`src/rtl/usb_rx_deframer_pkg.sv`:
```
// Shared USB line constants and the unstuffer result bundle.
// The stuffing length is reused by the TX stuffer.
package usb_rx_deframer_pkg;
    localparam int         USB_STUFF_LEN    = 6;
    localparam logic [7:0] USB_SYNC_PATTERN = 8'h80;

    typedef struct packed {
        logic data_stb;   // strobe carrying a real (non-stuffed) data bit
        logic stuff_err;  // one too many consecutive 1s
    } unstuff_t;
endpackage

```
`src/rtl/usb_rx_unstuff.sv`:
```
// Counts consecutive 1s inside a packet, drops stuffed 0s and flags stuff violations.
// The result is combinational so the parent can register its pulses on the same strobe.
module usb_rx_unstuff
    import usb_rx_deframer_pkg::*;
#(
    parameter int STUFF_LEN = USB_STUFF_LEN
) (
    input  logic     clk,
    input  logic     rst_n,
    input  logic     bit_strobe,
    input  logic     bit_in,
    input  logic     se0,
    input  logic     in_data,
    input  logic     sync_end,
    output unstuff_t us
);
    localparam int CW = $clog2(STUFF_LEN + 1);

    logic [CW-1:0] ones;
    logic          strobing;
    logic          at_limit;

    assign strobing     = bit_strobe & in_data & ~se0;
    assign at_limit     = (ones == CW'(STUFF_LEN));
    assign us.data_stb  = strobing & ~at_limit;
    assign us.stuff_err = strobing & at_limit & bit_in;

    // SYNC's final 1 already counts toward the stuffing run.
    always_ff @(posedge clk or negedge rst_n) begin
        if (!rst_n)
            ones <= '0;
        else if (sync_end)
            ones <= CW'(1);
        else if (strobing)
            ones <= (at_limit || !bit_in) ? '0 : ones + 1'b1;
    end
endmodule

```
`src/rtl/usb_rx_deframer.sv`:
```
// USB RX deframer: SYNC hunt, byte assembly (LSB first) and EOP/error framing.
// Bit unstuffing is delegated to usb_rx_unstuff.
module usb_rx_deframer
    import usb_rx_deframer_pkg::*;
#(
    parameter int SYNC_MIN_ZEROS = 3,
    parameter int STUFF_LEN      = USB_STUFF_LEN
) (
    input  logic       clk,
    input  logic       rst_n,
    input  logic       bit_strobe,
    input  logic       bit_in,
    input  logic       se0,
    output logic [7:0] rx_data,
    output logic       rx_valid,
    output logic       rx_active,
    output logic       pkt_end,
    output logic       err_stuff,
    output logic       err_align
);
    typedef enum logic [1:0] {S_IDLE, S_DATA, S_EOP} state_t;

    state_t     state;
    logic [2:0] zcnt;
    logic [2:0] bcnt;
    logic [7:0] sh;
    logic       se0_seen;
    logic       sync_end;
    logic [7:0] sh_next;
    unstuff_t   us;

    assign sync_end = bit_strobe && (state == S_IDLE) && !se0 && bit_in
                      && (zcnt >= 3'(SYNC_MIN_ZEROS));
    assign sh_next  = {bit_in, sh[7:1]};

    usb_rx_unstuff #(.STUFF_LEN(STUFF_LEN)) u_unstuff (
        .clk        (clk),
        .rst_n      (rst_n),
        .bit_strobe (bit_strobe),
        .bit_in     (bit_in),
        .se0        (se0),
        .in_data    (state == S_DATA),
        .sync_end   (sync_end),
        .us         (us)
    );

    always_ff @(posedge clk or negedge rst_n) begin
        if (!rst_n) begin
            state     <= S_IDLE;
            zcnt      <= '0;
            bcnt      <= '0;
            sh        <= '0;
            se0_seen  <= 1'b0;
            rx_data   <= 8'h00;
            rx_valid  <= 1'b0;
            rx_active <= 1'b0;
            pkt_end   <= 1'b0;
            err_stuff <= 1'b0;
            err_align <= 1'b0;
        end else begin
            rx_valid  <= 1'b0;
            pkt_end   <= 1'b0;
            err_stuff <= 1'b0;
            err_align <= 1'b0;
            if (bit_strobe) begin
                case (state)
                    S_IDLE: if (!se0) begin
                        if (!bit_in) begin
                            if (zcnt != 3'd7) zcnt <= zcnt + 3'd1;
                        end else if (sync_end) begin
                            state     <= S_DATA;
                            rx_active <= 1'b1;
                            bcnt      <= '0;
                            zcnt      <= '0;
                        end else begin
                            zcnt <= '0;
                        end
                    end
                    // se0 outranks both the stuff check and byte completion.
                    S_DATA: if (se0) begin
                        pkt_end   <= (bcnt == 3'd0);
                        err_align <= (bcnt != 3'd0);
                        rx_active <= 1'b0;
                        se0_seen  <= 1'b1;
                        state     <= S_EOP;
                    end else if (us.stuff_err) begin
                        err_stuff <= 1'b1;
                        rx_active <= 1'b0;
                        se0_seen  <= 1'b0;
                        state     <= S_EOP;
                    end else if (us.data_stb) begin
                        sh   <= sh_next;
                        bcnt <= bcnt + 3'd1;
                        if (bcnt == 3'd7) begin
                            rx_data  <= sh_next;
                            rx_valid <= 1'b1;
                        end
                    end
                    // Wait for SE0, then leave on the first non-SE0 (J) strobe.
                    S_EOP: if (se0) begin
                        se0_seen <= 1'b1;
                    end else if (se0_seen) begin
                        state <= S_IDLE;
                        zcnt  <= '0;
                    end
                    default: state <= S_IDLE;
                endcase
            end
        end
    end
endmodule

```
`config.mk`:
```
export PLATFORM = sky130hd
export DESIGN_NAME = usb_rx_deframer
export DESIGN_NICKNAME = d
export VERILOG_FILES = /design/src/rtl/usb_rx_deframer_pkg.sv /design/src/rtl/usb_rx_unstuff.sv /design/src/rtl/usb_rx_deframer.sv
export SDC_FILE = /design/constraint.sdc
export NUM_CORES = 1
export LEC_CHECK = 0
export CORE_UTILIZATION = 40
export CTS_CLUSTER_DIAMETER = 40
export DETAILED_ROUTE_END_ITERATION = 12
export SLEW_MARGIN = 30
export SYNTH_ARGS = -nofsm -noshare
export SYNTH_HDL_FRONTEND = slang
export SYNTH_SLANG_ARGS = --single-unit
```
`constraint.sdc`:
```
create_clock -name clk -period 2.96 [get_ports clk]
set_clock_uncertainty 0.15 [all_clocks]
set_input_delay 0.444 -clock clk [delete_from_list [all_inputs] [get_ports clk]]
set_output_delay 0.444 -clock clk [all_outputs]
set_load 0.05 [all_outputs]
```
Yosys cells after proc, flatten, opt, wreduce, memory -nomap -nowiden --
Cells that the tools add are included.
Storage, ports and cells: register bits after elaboration 33, output and inout port bits 13
Cells by class: $add $sub $neg 3, $lt $le $gt $ge 1, eq/ne operators 16, multiplexer cells 49, bitwise gates (word level) 8, reduce and logical (&&, ||, !) cells 21
Operators by type and width (count):
- 3-bit 2-to-1 mux | 14
- 1-bit 2-to-1 mux | 23
- 2-bit != test, second input constant | 9
- 6-bit AND reduction | 3
- 2-bit 2-to-1 mux | 7
- 3-bit case mux with 2 select lines | 2
- 3-bit by 1-bit adder with 3-bit output, second input constant | 3
- 8-bit AND reduction | 1
- 2-bit nonzero test | 4
- 7-bit AND reduction | 1
- 3-bit equality test, second input constant | 2
- 3-bit != test, second input constant | 2
- 2-bit case mux with 3 select lines | 1
- 1-bit bitwise AND | 5
- 5-bit AND reduction | 1
- 1-bit logical AND | 4
- 1-bit case mux with 2 select lines | 2
- 4-bit AND reduction | 1
- 3-bit by 2-bit greater-or-equal comparator with 1-bit output, second input constant | 1
- 3-bit logical NOT | 1
- 3-bit by 2-bit != test with 1-bit output, second input constant | 1
- 1-bit inverter | 3
- 3-bit nonzero test | 1
- 2-bit by 1-bit equality test with 1-bit output, second input constant | 1
- 4 further kinds | 5

Longest topological paths before layout --
depth in word-level cells 9, depth in mapped cells 6

Hierarchy --
Synthesis repeated with hierarchy kept, for this count alone.
Second synthesis, totals: cells, all modules 130, area, all modules 1580.3 um2
By module, submodules not included:
- usb_rx_deframer | times used 1, cells an instance 108, area each 1372.6 um2, seq. area each 725.7 um2
- usb_rx_unstuff | times used 1, cells an instance 22, area each 207.7 um2, seq. area each 75.1 um2

Worst setup path after synthesis --
No wires, ideal clock.
path type input to register, from input port se0, to register rx_data[0], setup time 0.125 ns, arrival 1.477 ns, data required time 2.685 ns, slack 1.208 ns, cell stages on the path 5, path buffers 1, path through nand4bb_1 buf_2 a21oi_4 nand2_8 mux2_4
Between the ends: longest elaborated chain between the ends 6, elaborated cells between the ends (all ways) 7
RTL lines:
- start: declaration | line usb_rx_deframer.sv:13 | input logic se0,
- 1-bit inverter (no source line) (*)
- 1-bit bitwise AND | line usb_rx_unstuff.sv:23 | assign strobing = bit_strobe & in_data & ~se0;
- 1-bit bitwise AND (2 in a row) | line usb_rx_unstuff.sv:26 | assign us.stuff_err = strobing & at_limit & bit_in;
- 1-bit inverter (no source line)
- 6-bit AND reduction (no source line) (*)
- end signal: assignment | line usb_rx_deframer.sv:95 | rx_data <= sh_next;
- end: declaration | line usb_rx_deframer.sv:14 | output logic [7:0] rx_data,
Every way passes the cells marked *; elsewhere a longest branch is shown, timed or not. A chain may end at the register's enable or synchronous reset.

Worst setup path in the final report --
from input port se0, to register rx_data[5]
Same word-level chain as after synthesis.

==> flow_summary.ini <==
[critical_path]
crit_type = input port to flip-flop
crit_buf_inv = 1
cp_top_family = simple AND/OR/NAND/NOR gates
end_kind = flip-flop
slowest_stage = clkdlybuf4s50_1
crit_arrival_ns = 2.35
critPathMaxFanout = 10
cp_cell_sequence = clkdlybuf4s50_1 > nand4bb_1 > a21oi_4 > nand2_8 > mux2_4
critPathMaxStageDelay_ns = 0.53
cp.required_ns = 2.98
cp-start-kind = input port

[floorplanning]
die_w_um = 64.28
dieHeight_um = 64.28
core_region_area_um2 = 3689
rows = 22
num_io_pins = 18
die_area_um2 = 4132
start_util_pct = 42.06

[logic_synthesis]
synth_edf_count = 0
synth_top_area_share_pct = 51.61
async_flop_share_pct = 100.0
syn-cell-area_um2 = 1551
synth_cell_types = 34
ys_seq_elements = 32
synth_nets = 139
netlist_top_cells_area = dfrtp_1 (52%), mux2_4 (7.7%), ha_1 (6.5%)
syn_inst = 126
syn_area_per_cell_um2 = 12.31
synth-seq-area-share_pct = 51.61
yosysWarnings = 0
synth_top_cell_by_area = dfrtp_1
ys.flop_type = dfrtp_1
synth_top_cells_by_count = dfrtp_1 (32), inv_1 (10), ha_1 (8), mux2_4 (8), nand2_1 (8)
synth.most_common_cell = dfrtp_1

[clock_network]
clkTransAtPathRegs_ns = 0.06
cts_buffers = 5
clockRootBuffer = clkbuf_8
cts_tree = built
post_cts_resized = 0
clockBufferDepth = 2
htreeDepth = 2
cts_setup_buffers = 0
cts.sinks = 32
cts_hold_buffers = 0
clk_latency_ns = 0.28

[global_routing]
grt_usage_pct = 15.32
top_usage_layer = met2
grtUsageMet2_pct = 24.08
grt_pass1_wl_mm = 4.719
met3_usage_pct = 5.000
antenna_found_initial = 0
grt_overflow = 0
gr-usage-met1_pct = 18.68
grt_pass1_vias = 1034
grt_max_degree = 33

[sta]
rsz0062_at_grt = false
hold_violations = 0
finalSetupTns_ns = 0
fmax_mhz = 428.7
finalMaxSlewViolations = 0
max-slew-margin-rel_pct = 66.01
setup_viol = 0
finalCriticalPeriod_ns = 2.332
worstMarginPinSlew_ns = 0.5083
post-route-period-util_pct = 78.80

[route]
viasPerCell = 5.107
vias = 1006
wl_per_cell_um = 13.79
drc = 0
first_pass_iters = 4
final_antenna_net_count = 0
wl_mm = 2.717
drtIter0Drc = 20

[final_layout]
antenna_cells = 0
fill_cells = 330
syn2layout_area_growth_pct = 21.45
fin_area_um2 = 1884
fin_util_pct = 51.09
drive_gt1_share_pct = 18.12
layout.nets = 161

[pwr]
ir_drop_mv = 0.3794
power.leakage_nw = 0.9176
cellPowerDensity_nw_per_um2 = 735.7

[min_path]
hold_path.class = flip-flop to flip-flop

[run_status]
status = finished, final reports clean

[placed_design]
dp_hpwl_mm = 1.956
gp_congestion = 0.8539
dpl_cell_area_um2 = 1777
port_buffers = 17

[job]
cap_violations = 0
-- layout make-up --
| cell class | instances | area (um^2) | area share [%] |
|---|---|---|---|
| Timing Repair Buffer | 18 | 177.7 | 9.429 |
| Multi-Input combinational cell | 81 | 700.7 | 37.18 |
| Clock inverter | 2 | 35.03 | 1.859 |
| Clock buffer | 6 | 72.57 | 3.851 |
| Sequential cell | 32 | 800.8 | 42.50 |
| Inverter | 10 | 37.54 | 1.992 |
| Tap cell | 48 | 60.06 | 3.187 |
-- report_power, final --
group | leakage [nW] | total (mW) | internal (mW) | switching (mW)
clock network | 0.0552 | 0.409 | 0.250 | 0.160
logic | 0.435 | 0.334 | 0.167 | 0.167
registers | 0.427 | 0.643 | 0.531 | 0.112
-- through the flow --
stage	setup slack (ns)	hold slack [ns]	total power, mW	cells
2_1_floorplan	1.208	-0.001591	0.8841	126
5_1_grt	0.5478	0.3766	1.481	197
4_1_cts	0.6669	0.3588	1.404	197
6_report	0.6275	0.3643	1.386	197
3_3_place_gp	0.4316	0.3393	0.9709	189
3_5_place_dp	0.3639	0.3498	0.9907	189
-- worst paths after layout --
path,startpoint,to,slack [ns],cells past startpoint
setup / recovery,se0,rx_data[5]$_DFFE_PN0P_,0.63,5
hold / removal,rx_data[7]$_DFFE_PN0P_,rx_data[7]$_DFFE_PN0P_,0.36,1
setup reg to reg,state[1]$_DFFE_PN0P_,rx_data[5]$_DFFE_PN0P_,0.81,4
hold reg to reg,rx_data[7]$_DFFE_PN0P_,rx_data[7]$_DFFE_PN0P_,0.36,1
max in group asynchronous,rst_n,zcnt[2]$_DFFE_PN0P_,1.95,2
min in group asynchronous,rst_n,rx_data[2]$_DFFE_PN0P_,0.42,2
-- kinds of logic (layout without fill, tap and decap cells) --
group	Yosys count	after routing	synth area share [%]
compound gates	23	23	10.97
fa+ha+maj	8	8	6.452
buf+inv	13	36	3.225
flops	32	32	51.61
mux	17	17	14.03
simple gates	33	33	13.71
-- per-layer routing --
layer	wire (um)	up-vias
li1	-	488
met1	1302	494
met2	1252	18
met3	113	6
met4	48	0
met5	0	-
-- registers in the layout, summed over array words and instances, names as in the netlist, 2 cells and up --
signal and count:
bcnt 3, rx_data 8, sh 7, state 2, u_unstuff.ones 3, zcnt 3
-- worst register-to-register path: stages, from the launching register on --
cell and delay [ns]:
dfrtp_1 0.52, nand4bb_1 0.45, a21oi_4 0.46, nand2_8 0.14, mux2_4 0.32
-- cells in the final DEF, fill, tap and decap left out, types with 3 or more instances in the layout --
cell type	synthesis	routed
mux2_4	8	8
mux2i_1	3	3
nor2_1	5	5
clkbuf_8	0	5
inv_1	10	10
a21oi_1	4	4
ha_1	8	8
dfrtp_1	32	32
nor3b_1	4	4
clkdlybuf4s50_1	0	17
nand2_1	8	8
o21ai_0	6	6
mux2_2	6	6
nor2b_1	3	3
a211o_1	3	3
(Power assumes the default switching activity.)
==> variant: new RTL, same settings <==
Make the reset (`rst_n`) synchronous in 2 clocked blocks.
--- a/src/rtl/usb_rx_unstuff.sv
+++ b/src/rtl/usb_rx_unstuff.sv
@@ -26,7 +26,7 @@
     assign us.stuff_err = strobing & at_limit & bit_in;
 
     // SYNC's final 1 already counts toward the stuffing run.
-    always_ff @(posedge clk or negedge rst_n) begin
+    always_ff @(posedge clk) begin
         if (!rst_n)
             ones <= '0;
         else if (sync_end)
--- a/src/rtl/usb_rx_deframer.sv
+++ b/src/rtl/usb_rx_deframer.sv
@@ -44,7 +44,7 @@
         .us         (us)
     );
 
-    always_ff @(posedge clk or negedge rst_n) begin
+    always_ff @(posedge clk) begin
         if (!rst_n) begin
             state     <= S_IDLE;
             zcnt      <= '0;
Function: differs if rst_n is asserted again (counterexample within 10 cycles, from zero or initial values and one cycle with rst_n low); with rst_n held inactive, the same outputs for 10 cycles.
==> variant against the unedited design <==
Global-route usage up 1.3 points; setup slack better by 0.27 ns; sequential cell count did not move; largest cell class is now multi-input combinational cells; critical endpoint is now rx_data[1]; final area down 9.6%; die area decreased by 5.2%; routed wire length up 7.3%; synthesized area down 5.4%.
Power is not compared: it rests on default switching activity, and its combinational part moved more than twofold at a synthesized area within 25%.
==> variant: results (changes against the unedited design) <==
Outcome
  • Outcome: finished, final reports clean

Synthesis
  • Sequential share of the synthesized area: 43.65% (-8.0 points)
  • Synth area leaders: dfxtp_1 (44%), nand2_1 (9.0%), ha_1 (6.8%)
  • Adder-cell share of the synthesized area: 6.820% (+0.37 points)
  • Main synth FF type: dfxtp_1
  • Compound-Gate Fraction of Synth Area: 12.28% (+1.3 points)
  • Synth cell count leaders: nand2_1 (35), dfxtp_1 (32), a21oi_1 (19), nand3_1 (11)
  • Ys async rst share: 0% (-100 points)

STA
  • Worst-margin pin slew: 0.7391 ns (+0.2309 ns)

Global route
  • Pin count of the biggest net entering global routing: 25 (-24%)
  • Number of global-route vias before repair: 1,194 (+15%)
  • GRT Resource Usage Total: 16.60% (+1.3 points)
  • First-pass GRT wire length: 5133 um (+8.8%)

Route
  • Post-DR vias/cell: 5.152 (+0.89%)
  • Initial DRC Count: 39 (+95%)

Finish
  • Fillers: 346 (+4.8%)

Placed design
  • Post-DP HPWL: 2124 um (+8.6%)
  • GP Congestion: 0.8523 (-0.19%)

Setup path
  • R2r startpoint: zcnt[0]
  • Largest stage delay on the critical path: 0.80 ns (+0.27 ns)
  • Reg2Reg Depth: 6 (+2)
  • R2R Setup Slk: 1.11 ns (+0.30 ns)
  • Critical path endpoint: rx_data[1]
  • Critical path peak fanout: 2 (-8)

Clock network
  • Skew-Pair Late Insertion Delay: 0.32 ns (+0.04 ns)
[variant: final cells by class]
type	instances	area [um2]	share of cell area (%)
clock buffers	6	41.29	2.425
clock inverters	1	5.005	0.2939
inverters	6	22.52	1.323
multi-input cells	122	765.7	44.97
flip-flops and latches	32	640.6	37.62
well taps	46	57.56	3.380
repair buffers	17	170.2	9.993
[variant: metal layers]
layer  track usage [%]  vias to the layer above  wire length (um)
met5                 0                        -                 0
met1             20.02                      554              1332
met3             3.650                        4               100
li1                  -                      609                 -
met2             27.72                       18              1446
met4             8.140                        0                36
[variant: worst min path at each step]
stage / to / from / slack, ns / cells after the start
after global routing: rx_data[0] / rx_data[0] / 0.33 / 2
final: rx_data[4] / rx_data[4] / 0.31 / 2
after detailed placement: rx_data[2] / rx_data[2] / 0.30 / 2
after CTS: rx_data[2] / rx_data[2] / 0.31 / 2
after global placement: rx_data[2] / rx_data[2] / 0.30 / 2
after floorplan: sh[1] / sh[1] / 0.29 / 2
[variant: power groups by stage]
stage | sequential (mW) | clock, mW | combinational (mW)
after floorplan | 0.442 | 0 | 0.0158
after global placement | 0.442 | 0 | 0.0267
after detailed placement | 0.442 | 0 | 0.0275
after CTS | 0.432 | 0.233 | 0.0276
after global routing | 0.432 | 0.259 | 0.0296
final | 0.432 | 0.222 | 0.0275
[variant: per-stage QoR]
step                power, mW  utilization (%)  cells  area [um2]  worst slack, ns
global placement       0.4686            48.50    223        1657           0.7382
floorplan              0.4575                -    167        1468            1.295
finish                 0.6817            49.85    230        1703           0.8932
CTS                    0.6923            49.85    230        1703           0.8791
detailed placement     0.4694            48.50    223        1657           0.6556
global route           0.7207            49.85    230        1703           0.8355
